File: src/rtl/pulse_receiver_duration_capture.sv
// Pulse receiver: measures high/low phase lengths of an asynchronous line in prescaled units
// and queues {level, duration} entries in a first-word-fall-through FIFO.
module pulse_receiver_duration_capture #(
   parameter int unsigned PRESCALER_WIDTH = 15,
   parameter int unsigned TIMER_WIDTH     = 8,
   parameter int unsigned FIFO_DEPTH      = 4
) (
   input  logic                                 clk,
   input  logic                                 sys_rst,
   input  logic                                 en,
   input  logic                                 sig_in,
   input  logic                                 invert,
   input  logic [$clog2(PRESCALER_WIDTH+1)-1:0] prescaler,
   input  logic [TIMER_WIDTH-1:0]               idle_threshold,
   input  logic                                 rd_en,
   output logic [TIMER_WIDTH:0]                 rd_data,
   output logic                                 rd_valid,
   output logic [$clog2(FIFO_DEPTH):0]          fifo_count,
   input  logic                                 clr_overflow,
   output logic                                 overflow,
   output logic                                 busy,
   output logic                                 frame_done
);

   localparam int unsigned CntW   = PRESCALER_WIDTH + TIMER_WIDTH + 1;
   localparam int unsigned PtrW   = $clog2(FIFO_DEPTH);
   localparam int unsigned CountW = PtrW + 1;

   localparam logic [CntW-1:0]   CntOne   = CntW'(1);
   localparam logic [PtrW-1:0]   PtrOne   = PtrW'(1);
   localparam logic [CountW-1:0] CountOne = CountW'(1);
   localparam logic [CountW-1:0] Depth    = CountW'(FIFO_DEPTH);

   typedef enum logic {StIdle, StMeasure} state_e;

   state_e state_q, state_d;

   logic sync1_q, sync2_q, lvl_q;
   logic lvl, edge_det;

   logic [CntW-1:0]        cnt_q, cnt_d, cnt_inc, cnt_shift;
   logic [TIMER_WIDTH-1:0] dur;
   logic                   cur_level_q, cur_level_d;
   logic                   push, timeout;
   logic                   frame_done_q, overflow_q;

   logic [TIMER_WIDTH:0]   mem_q [FIFO_DEPTH];
   logic [PtrW-1:0]        wr_ptr_q, rd_ptr_q;
   logic [CountW-1:0]      count_q, count_d;
   logic                   full, do_push, do_pop, drop;

   assign lvl      = sync2_q ^ invert;
   assign edge_det = lvl ^ lvl_q;

   assign cnt_inc   = (&cnt_q) ? cnt_q : cnt_q + CntOne;
   assign cnt_shift = cnt_q >> prescaler;
   assign dur       = (|cnt_shift[CntW-1:TIMER_WIDTH]) ? '1 : cnt_shift[TIMER_WIDTH-1:0];

   always_comb begin
      state_d     = state_q;
      cnt_d       = cnt_q;
      cur_level_d = cur_level_q;
      push        = 1'b0;
      timeout     = 1'b0;
      if (!en) begin
         state_d     = StIdle;
         cnt_d       = '0;
         cur_level_d = 1'b0;
      end else begin
         case (state_q)
            StIdle: begin
               cnt_d = '0;
               if (edge_det && lvl) begin
                  state_d     = StMeasure;
                  cur_level_d = 1'b1;
                  cnt_d       = CntOne;
               end
            end
            StMeasure: begin
               if (edge_det) begin
                  push        = 1'b1;
                  cnt_d       = CntOne;
                  cur_level_d = lvl;
               end else if (!cur_level_q && (idle_threshold != '0) &&
                            (dur >= idle_threshold)) begin
                  // Line idle long enough: end of frame, the idle phase is not reported
                  timeout = 1'b1;
                  state_d = StIdle;
                  cnt_d   = '0;
               end else begin
                  cnt_d = cnt_inc;
               end
            end
            default: state_d = StIdle;
         endcase
      end
   end

   assign full    = (count_q == Depth);
   assign do_pop  = rd_en && (count_q != '0);
   assign do_push = push && (!full || do_pop);
   assign drop    = push && full && !do_pop;

   always_comb begin
      count_d = count_q;
      case ({do_push, do_pop})
         2'b10:   count_d = count_q + CountOne;
         2'b01:   count_d = count_q - CountOne;
         default: count_d = count_q;
      endcase
   end

   always_ff @(posedge clk) begin
      if (sys_rst) begin
         state_q      <= StIdle;
         sync1_q      <= 1'b0;
         sync2_q      <= 1'b0;
         lvl_q        <= 1'b0;
         cnt_q        <= '0;
         cur_level_q  <= 1'b0;
         frame_done_q <= 1'b0;
         overflow_q   <= 1'b0;
         wr_ptr_q     <= '0;
         rd_ptr_q     <= '0;
         count_q      <= '0;
         for (int i = 0; i < FIFO_DEPTH; i++) mem_q[i] <= '0;
      end else begin
         state_q      <= state_d;
         sync1_q      <= sig_in;
         sync2_q      <= sync1_q;
         lvl_q        <= lvl;
         cnt_q        <= cnt_d;
         cur_level_q  <= cur_level_d;
         frame_done_q <= timeout;
         count_q      <= count_d;
         if (drop) begin
            overflow_q <= 1'b1;
         end else if (clr_overflow) begin
            overflow_q <= 1'b0;
         end
         if (do_push) begin
            mem_q[wr_ptr_q] <= {cur_level_q, dur};
            wr_ptr_q        <= wr_ptr_q + PtrOne;
         end
         if (do_pop) rd_ptr_q <= rd_ptr_q + PtrOne;
      end
   end

   assign rd_data    = mem_q[rd_ptr_q];
   assign rd_valid   = (count_q != '0);
   assign fifo_count = count_q;
   assign overflow   = overflow_q;
   assign busy       = (state_q == StMeasure);
   assign frame_done = frame_done_q;

endmodule
File: config.mk
export PLATFORM = sky130hd
export DESIGN_NAME = pulse_receiver_duration_capture
export DESIGN_NICKNAME = d
export VERILOG_FILES = /design/src/rtl/pulse_receiver_duration_capture.sv
export SDC_FILE = /design/constraint.sdc
export NUM_CORES = 1
export LEC_CHECK = 0
export CORE_MARGIN = 5
export CORE_UTILIZATION = 53
export CTS_CLUSTER_DIAMETER = 150
export DETAILED_ROUTE_END_ITERATION = 16
export PLACE_DENSITY = 0.76
export SETUP_SLACK_MARGIN = 0.15
export SLEW_MARGIN = 15
export SYNTH_ARGS = -nofsm -noshare
export SYNTH_HDL_FRONTEND = slang
export SYNTH_SLANG_ARGS = --single-unit
File: constraint.sdc
create_clock -name clk -period 7.17 [get_ports clk]
set_clock_uncertainty 0.05 [all_clocks]
set_input_delay 1.434 -clock clk [delete_from_list [all_inputs] [get_ports clk]]
set_output_delay 1.434 -clock clk [all_outputs]
set_load 0.02 [all_outputs]
Word level (Yosys, flattened, before mapping)
Memories as Yosys holds them, arrays and structs flattened. A register that Yosys moved wholly into a read port is not among the register bits.
Index checks and enable logic that the tools add are counted.

storage, ports and cells
  register bits = 38
  RAM bits = 36
  input port bits = 19
  output and inout port bits = 16
  logic and storage cells = 80
  memories kept = 1

memory list
  name   depth  bits a word  rd ports  clocked after Yosys merged registers in  write ports  line  text
  mem_q  4      9            1         1                                        4            47    logic [TIMER_WIDTH:0] mem_q [FIFO_DEPTH];

cells by class
  $add $sub $neg = 5
  magnitude comparators = 1
  eq/ne operators = 6
  shift-type cells = 1
  muxes and demuxes = 30
  bitwise logic cells = 4
  reduce and logical (&&, ||, !) cells = 21

operator list
  operator               count
  $mux 24                3
  $pmux 24 s2            1
  $add 24x1->24 const B  1
  $reduce_and 24->1      1
  $shr 24x4->24          1
  $mux 1                 18
  $reduce_or 16->1       1
  $mux 9                 1
  $reduce_or 9->1        1
  $ge 8x8->1             1
  $mux 8                 1
  $reduce_bool 8->1      1
  $logic_and 1x1->1      7
  $mux 2                 3
  $pmux 3 s2             1
  $add 2x1->2 const B    2
  $ne 4x3->1 const B     1
  $pmux 1 s2             2
  $reduce_bool 2->1      2
  $reduce_or 4->1        1
  $add 3x1->3 const B    1
  $eq 3x3->1 const B     1
  $logic_not 1->1        3
  $reduce_bool 3->1      1
  10 further kinds       12

Depth between registers and ports, before layout
Gate-level depths: netlist (run 1).

  depth after elaboration = 11
  mapped depth = 17

Worst setup path after synthesis (run 1)
Ideal clock, no wire load.

  path type = in2reg
  start point = input prescaler[1]
  end point = register cnt_q[21]
  library setup time = 0.091 ns
  data arrival time = 4.452 ns
  data required time = 7.029 ns
  slack = 2.577 ns
  stages on the path = 17
  buffers on the path = 4
  cells stage by stage = buf_2 > inv_1 > buf_2 > nand3_1 > nand3_1 > o21ai_1 > o41ai_2 > buf_2 > and2_1 > ha_1 > nand2b_1 > a21oi_1 > o21ai_0 > a31oi_1 > nand4_1 > clkbuf_1 > a311oi_1

on the way
  longest elaborated chain between the ends = 8
  elaborated cells between the ends (all ways) = 9
  classes of those cells = order compare (1); eq/ne (1); shift (1); mux (4); reduce/logical (2)

ends and longest elaborated chain
  item                    line  text
  start: declaration      13    input logic [$clog2(PRESCALER_WIDTH+1)-1:0] prescaler,
  $shr 24x4->24 (*)       56    assign cnt_shift = cnt_q >> prescaler;
  $reduce_or 16->1        57    assign dur = (|cnt_shift[CntW-1:TIMER_WIDTH]) ? '1 : cnt_shift[TIMER_WIDTH-1:0];
  $mux 8 (*)              57
  $ge 8x8->1 (*)          85    (dur >= idle_threshold)) begin
  $logic_and 1x1->1 (*)   84    end else if (!cur_level_q && (idle_threshold != '0) &&
  $mux 24                 84
  $mux 24                 80    if (edge_det) begin
  $pmux 24 s2             70    case (state_q)
  end signal: assignment  132   cnt_q <= cnt_d;
  end: declaration        41    logic [CntW-1:0] cnt_q, cnt_d, cnt_inc, cnt_shift;

Mark *: on every way between the ends. The rest lies on a longest branch, timed or not.
A chain may end at the register's enable or synchronous reset.

Worst setup path in the final report (run 1)
  start point = input prescaler[0]
  end point = register cnt_q[21]

Same word-level chain as after synthesis.

==> results of run 1 <==
==> synth_stat cells (7+ instances only) <==
| cell type | instances |
|---|---|
| sky130_fd_sc_hd__a211oi_1 | 7 |
| sky130_fd_sc_hd__a21oi_1 | 51 |
| sky130_fd_sc_hd__and3_1 | 7 |
| sky130_fd_sc_hd__buf_2 | 10 |
| sky130_fd_sc_hd__clkbuf_1 | 17 |
| sky130_fd_sc_hd__dfxtp_1 | 40 |
| sky130_fd_sc_hd__edfxtp_1 | 36 |
| sky130_fd_sc_hd__ha_1 | 10 |
| sky130_fd_sc_hd__inv_1 | 16 |
| sky130_fd_sc_hd__mux2i_1 | 33 |
| sky130_fd_sc_hd__mux4_2 | 17 |
| sky130_fd_sc_hd__nand2_1 | 36 |
| sky130_fd_sc_hd__nand2b_1 | 7 |
| sky130_fd_sc_hd__nand3_1 | 15 |
| sky130_fd_sc_hd__nand4_1 | 10 |
| sky130_fd_sc_hd__nor2_1 | 42 |
| sky130_fd_sc_hd__nor2b_1 | 10 |
| sky130_fd_sc_hd__nor3_1 | 10 |
| sky130_fd_sc_hd__o21ai_0 | 9 |
| sky130_fd_sc_hd__xor2_1 | 10 |
==> flip-flops by register name, indices dropped and copies added (netlist names), 2 cells and up, named ones only <==
| name | cells |
|---|---|
| mem_q | 36 |
| rd_ptr_q | 2 |
| fifo_count | 3 |
| cnt_q | 24 |
| wr_ptr_q | 2 |
==> layout make-up <==
type                            instances  area (sq um)
Fill cell                             677          3160
Multi-Input combinational cell        337          2450
Sequential cell                        76          1880
Timing Repair Buffer                   39           378
Tap cell                              105           131
Clock buffer                            9           124
Clock inverter                          7          68.8
Inverter                               17          63.8
==> worst min-delay path by stage <==
stage	to	cells past startpoint
after floorplan	sync2_q$_SDFF_PP0_	1
after global placement	sync2_q$_SDFF_PP0_	1
after detailed placement	sync2_q$_SDFF_PP0_	1
after CTS	sync2_q$_SDFF_PP0_	1
after global routing	sync2_q$_SDFF_PP0_	1
final	sync2_q$_SDFF_PP0_	1
==> kinds of logic after synthesis <==
family	Yosys count
adders and majority gates	11
AOI/OAI and AO/OA	92
DFF	76
xor gates and xnor gates	13
and+or+nand+nor	168
buffers and inverters	49
muxes	53
==> through the flow <==
step	setup WS, ns	instance area, sq um	hold slack [ns]
CTS	1.28	5090	0.406
finish	1.23	5090	0.403
floorplan	2.58	4530	0.364
global placement	1.14	4900	0.369
detailed placement	0.917	4900	0.383
global route	0.846	5090	0.409
==> per-layer routing <==
metal / track usage (%) / vias to the layer above / share of wire [%]
met2: 30.0 / 118 / 46
met1: 28.5 / 1681 / 46
met5: 0 / - / 0
li1: - / 1751 / -
met3: 3.96 / 16 / 5.9
met4: 7.06 / 0 / 1.7
==> critical path: cells and delay by family <==
kind	cells	cell delay [ns]
AND/OR/NAND/NOR	4	0.64
AO/OA/AOI/OAI	7	1.73
adder cells (fa/ha/maj)	1	0.22
buffers and inverters	4	1.81
multiplexers	1	0.33
==> where the power goes <==
group,total [mW],switching (mW),internal (mW),leakage [nW]
clock network,0.311,0.177,0.134,0.0911
registers,0.493,0.0202,0.473,0.696
logic,0.211,0.109,0.102,1.09
==> results.tsv, run 1 <==
metric	value	unit
portion of synthesized cell area occupied by the leading cell type	23.9	%
DRT iter0 DRCs	230	
starting utilization of the core area	54.8	%
r2r worst-path depth	14	
Synth Instances	462	
most common cell after layout, fill and taps aside	sky130_fd_sc_hd__a21oi_1	
Die Outline Area	10500	sq um
Reg-to-Reg End	cnt_q[21]$_SDFFE_PP0P_	
per-cell via count in the routed design	6.04	
critical path class	primary input to register	
hold crit path type	register to register	
CP max stage cell	sky130_fd_sc_hd__clkdlybuf4s50_1	
part of the cycle the worst path needs	82.8	%
number of instances in the placed design	574	
xor/xnor share of the synthesized area	2.51	%
deepest clock path buffer count	2	
worst slew slack as a fraction of its limit	32.5	%
Power per Cell Area	199	nW/um^2
average footprint of a synthesized cell	9.80	sq um
crit path cell chain	clkdlybuf4s50_1, buf_4, mux2i_1, nand3_1, o211ai_1, o21ai_1, o41ai_4, buf_4, and2_1, ha_1, nand2b_1, a21oi_1, o21ai_0, a31oi_1, nand4_1, buf_4, a311oi_1	
post-layout utilization of the core	61.7	%
synthesized net count	492	
layout cells sized above 1	10.1	%
start point of the worst hold path	sync1_q$_SDFF_PP0_	
floorplan die width	102	um
number of H-tree branching levels	3	
Top Ports	35	
delay contributed by the slowest stage of the critical path	0.86	ns
number of global-route vias before repair	3388	
final WL	10000	um
Final Hold Viols	0	
max-cap viol count	0	
most used cell, CP	sky130_fd_sc_hd__buf_4	
commonest cells after routing, fill and taps aside	sky130_fd_sc_hd__a21oi_1 (51), sky130_fd_sc_hd__nor2_1 (42), sky130_fd_sc_hd__dfxtp_1 (40), sky130_fd_sc_hd__nand2_1 (36), sky130_fd_sc_hd__edfxtp_1 (36)	
Gates resized, CTS repair	0	
most area-consuming cells after synthesis	sky130_fd_sc_hd__edfxtp_1 (24%), sky130_fd_sc_hd__dfxtp_1 (18%), sky130_fd_sc_hd__mux4_2 (8.5%), sky130_fd_sc_hd__mux2i_1 (7.3%), sky130_fd_sc_hd__a21oi_1 (5.6%)	
GP Congestion	0.859	
count of hold buffers inserted by post-cts repair	0	
total number of vias	3566	
setup repair after global routing missed its margin	no	
non-filler cells, final	590	
share of synthesized area occupied by flip-flops and latches	41.6	%
Leakage	1.88	nW
detailed-router iteration count before antenna repair	4	
Detail Placement HPWL	7180	um
remaining global-route overflow	0	
adder and majority cell fraction of the synthesized area	3.21	%
residual DRC count	0	
final-stage net count	510	
Setup crit end	cnt_q[21]$_SDFFE_PP0P_	
Num Clock Sinks	76	
area fraction in compound gates after synthesis	12.4	%
area of the core	8260	sq um
main combinational cell family by area after synthesis	simple AND/OR/NAND/NOR gates	
number of distinct library cells after synthesis	51	
nature of the critical path endpoint	register	
clock tree from TritonCTS	yes	
Pins Over Slew Limit	0	
number of setup violations in the final report	0	
arrival time at the worst endpoint	6.15	ns
maximum number of pins on one net before global-route repair	36	
required arrival time at the worst endpoint	7.38	ns
Total Neg Setup Slack	0	ns
antenna viol nets, final	0	
post-synthesis cell area	4530	sq um
TritonCTS buffer count	9	
worst-path maximum fanout	35	
per-cell routed wire length	17.0	um
wire length of the first global-routing pass	16400	um
clock insertion delay at the later pin of the skew report	0.35	ns
multiplexer fraction of the synthesized cell area	16.5	%
launch point of the critical path	prescaler[0]	
shortest period the worst path allows	5.94	ns
initial antenna violation count	0	
Synth area leader	sky130_fd_sc_hd__edfxtp_1	
worst voltage drop across the vdd grid	0.0978	mV
register bit total from synthesis	76	
GRT Util Overall	19.9	%
asr flop ratio synth	0	%
number of antenna repair diodes	0	
Die Ht	102	um
ys flop type	sky130_fd_sc_hd__dfxtp_1	
area growth from synthesis to final layout	12.5	%
setup slack on the worst flop-to-flop path	2.95	ns
run status	complete, no violations	
clock transition at the registers of the reported paths	0.09	ns
overall power of the completed layout	1.02	mW
count of flip-flops with a built-in enable after synthesis	36	
maximum clock frequency	168	MHz
CP Launch Type	primary input	
Std-Cell Rows	33	
root buffer cell	sky130_fd_sc_hd__clkbuf_8	
number of I/O port buffers	34	
setup fix buffers added after clock tree synthesis	0	
count of warnings emitted by yosys	0	
startpoint of the most critical register-to-register path	cnt_q[16]$_SDFFE_PP0P_	
Worst Tran Pin Value	1.01	ns
simple logic cell fraction of the synthesized area	19.1	%
No activity file was read; power rests on OpenSTA's default activity.
==> inputs of run 2 (changes only) <==
==> constraint.sdc (replaced) <==
create_clock -name clk -period 6 [get_ports clk]
set_clock_uncertainty 0.05 [all_clocks]
set_input_delay 1.2 -clock clk [delete_from_list [all_inputs] [get_ports clk]]
set_output_delay 1.2 -clock clk [all_outputs]
set_load 0.02 [all_outputs]
==> run 2 against run 1 <==
Compared with the run above: first-iteration DRC count up 34%; core utilization about the same; design area about the same; via count up 1.8%; die area unchanged; worst setup slack worse by 0.70 ns; wire length up 2.9%; non-clock buffer count up 1; critical path depth unchanged; hold slack better by 0.0029 ns.
==> results.tsv, run 2 (synthesis gave the netlist of run 1 again) <==
metric	value	unit	change
per-cell via count in the routed design	6.14		+1.6%
most used cell, CP	sky130_fd_sc_hd__buf_4		
Pins Over Slew Limit	0		unchanged
floorplan die width	102	um	unchanged
arrival time at the worst endpoint	5.68	ns	-0.47 ns
TritonCTS buffer count	9		unchanged
Top reg by flops	mem_q		
worst voltage drop across the vdd grid	0.167	mV	+71%
count of hold buffers inserted by post-cts repair	0		unchanged
Die Outline Area	10500	sq um	unchanged
shortest period the worst path allows	5.47	ns	
maximum clock frequency	183	MHz	
number of antenna repair diodes	0		unchanged
nature of the critical path endpoint	register		
overall power of the completed layout	1.22	mW	+20%
CP max stage cell	sky130_fd_sc_hd__clkdlybuf4s50_1		
area of the core	8260	sq um	unchanged
Detail Placement HPWL	7410	um	+3.2%
final WL	10300	um	+2.9%
layout cells sized above 1	10.3	%	+0.18 points
most common cell after layout, fill and taps aside	sky130_fd_sc_hd__a21oi_1		
final-stage net count	511		+0.20%
CP Launch Type	primary input		
number of I/O port buffers	34		unchanged
initial antenna violation count	0		unchanged
delay contributed by the slowest stage of the critical path	0.46	ns	-0.40 ns
number of H-tree branching levels	3		unchanged
Power per Cell Area	239	nW/um^2	+20%
Leakage	1.88	nW	+0.41%
clock transition at the registers of the reported paths	0.09	ns	about the same
remaining global-route overflow	0		unchanged
Num Clock Sinks	76		unchanged
number of filler cells placed in the layout	722		+6.6%
area growth from synthesis to final layout	12.6	%	about the same
Die Ht	102	um	unchanged
Top Ports	35		unchanged
total number of vias	3629		+1.8%
critical path class	primary input to register		
Gates resized, CTS repair	0		unchanged
Total Neg Setup Slack	0	ns	unchanged
maximum number of pins on one net before global-route repair	33		-8.3%
required arrival time at the worst endpoint	6.21	ns	-1.17 ns
part of the cycle the worst path needs	91.2	%	
Std-Cell Rows	33		unchanged
max-cap viol count	0		unchanged
deepest clock path buffer count	2		unchanged
number of flip-flops under the largest register name	36		unchanged
detailed-router iteration count before antenna repair	5		+1
Worst Tran Pin Value	0.734	ns	-0.276 ns
residual DRC count	0		unchanged
setup fix buffers added after clock tree synthesis	0		unchanged
per-cell routed wire length	17.4	um	+2.7%
hold crit path type	register to register		
run status	complete, no violations		
root buffer cell	sky130_fd_sc_hd__clkbuf_8		
worst slew slack as a fraction of its limit	50.9	%	+18 points
clock insertion delay at the later pin of the skew report	0.35	ns	about the same
worst-path maximum fanout	30		-14%
GRT Util Overall	20.2	%	+0.32 points
crit path cell chain	clkdlybuf4s50_1, buf_4, mux2i_1, mux2i_1, nor4_2, o221ai_2, nor2_1, nand2_1, ha_1, a21oi_1, o21ai_0, o21a_1, a31oi_1, buf_4, nand4_1, buf_4, a311oi_1		
GP Congestion	0.920		+7.1%
Final Hold Viols	0		unchanged
number of setup violations in the final report	0		unchanged
wire length of the first global-routing pass	16700	um	+1.9%
number of global-route vias before repair	3463		+2.2%
setup repair after global routing missed its margin	no		
antenna viol nets, final	0		unchanged
clock tree from TritonCTS	yes		
starting utilization of the core area	54.8	%	unchanged
commonest cells after routing, fill and taps aside	sky130_fd_sc_hd__a21oi_1 (51), sky130_fd_sc_hd__nor2_1 (42), sky130_fd_sc_hd__dfxtp_1 (40), sky130_fd_sc_hd__nand2_1 (36), sky130_fd_sc_hd__edfxtp_1 (36)		
DRT iter0 DRCs	308		+34%
-- run 2: cell count changes in the layout (fill, tap and decap cells not counted) --
cell	delta
sky130_fd_sc_hd__buf_4	+1
sky130_fd_sc_hd__clkinvlp_4	-1
sky130_fd_sc_hd__clkinv_8	-1
sky130_fd_sc_hd__clkinv_4	+1
sky130_fd_sc_hd__inv_8	+1
-- run 2: layer usage --
metal  vias up  GRT usage [%]  wire [um]
li1       1749              -          -
met1      1731           28.3       4620
met2       137           31.5       4820
met3        12           4.57        714
met4         0           5.85        147
met5         -              0          0
-- run 2: path summary, 6_finish.rpt --
kind / startpoint / to / slack [ns] / cells after the start
worst min register to register: sync1_q$_SDFF_PP0_ / sync2_q$_SDFF_PP0_ / 0.41 / 1
worst min-delay path: sync1_q$_SDFF_PP0_ / sync2_q$_SDFF_PP0_ / 0.41 / 1
worst max-delay path: prescaler[0] / cnt_q[22]$_SDFFE_PP0P_ / 0.53 / 17
worst max register to register: cnt_q[18]$_SDFFE_PP0P_ / cnt_q[22]$_SDFFE_PP0P_ / 1.91 / 15
-- run 2: layout make-up --
type                            instances  area (sq um)  share of cell area (%)
Clock inverter                          7          65.1                    1.28
Clock buffer                            9           124                    2.43
Inverter                               17          63.8                    1.25
Timing Repair Buffer                   40           385                    7.56
Tap cell                              105           131                    2.58
Sequential cell                        76          1880                    36.9
Multi-Input combinational cell        337          2450                    48.0
-- run 2: stage by stage --
step / std cells / area, sq um / hold slack, ns / setup WS (ns) / utilization (%)
after global placement: 575 / 4910 / 0.372 / 0.499 / 59.4
final: 591 / 5100 / 0.406 / 0.529 / 61.7
after global routing: 591 / 5100 / 0.427 / 0.222 / 61.7
after CTS: 591 / 5100 / 0.412 / 0.696 / 61.7
after detailed placement: 575 / 4910 / 0.386 / 0.412 / 59.4
after floorplan: 462 / 4530 / 0.364 / 1.64 / -
-- run 2: where the power goes --
part	total, mW	switching [mW]	leakage (nW)	internal (mW)
Combinational	0.255	0.131	1.09	0.124
Sequential	0.589	0.0246	0.696	0.565
Clock	0.372	0.212	0.0943	0.160
-- run 2: worst max-delay path: cells and delay by family --
kind	cells	cell delay, ns
adder cells (fa/ha/maj)	1	0.32
buffers and inverters	4	1.33
AND/OR/NAND/NOR	4	1.07
multiplexers	2	0.58
AO/OA/AOI/OAI	6	1.17
==> inputs of run 3 (changes only) <==
--- a/config.mk
+++ b/config.mk
@@ -7,7 +7,6 @@
 export LEC_CHECK = 0
 export CORE_MARGIN = 5
 export CORE_UTILIZATION = 53
-export CTS_CLUSTER_DIAMETER = 150
 export DETAILED_ROUTE_END_ITERATION = 16
 export PLACE_DENSITY = 0.76
 export SETUP_SLACK_MARGIN = 0.15
==> results of run 3 <==
No change in the layout: final DEF, timing and power equal those of run 2.
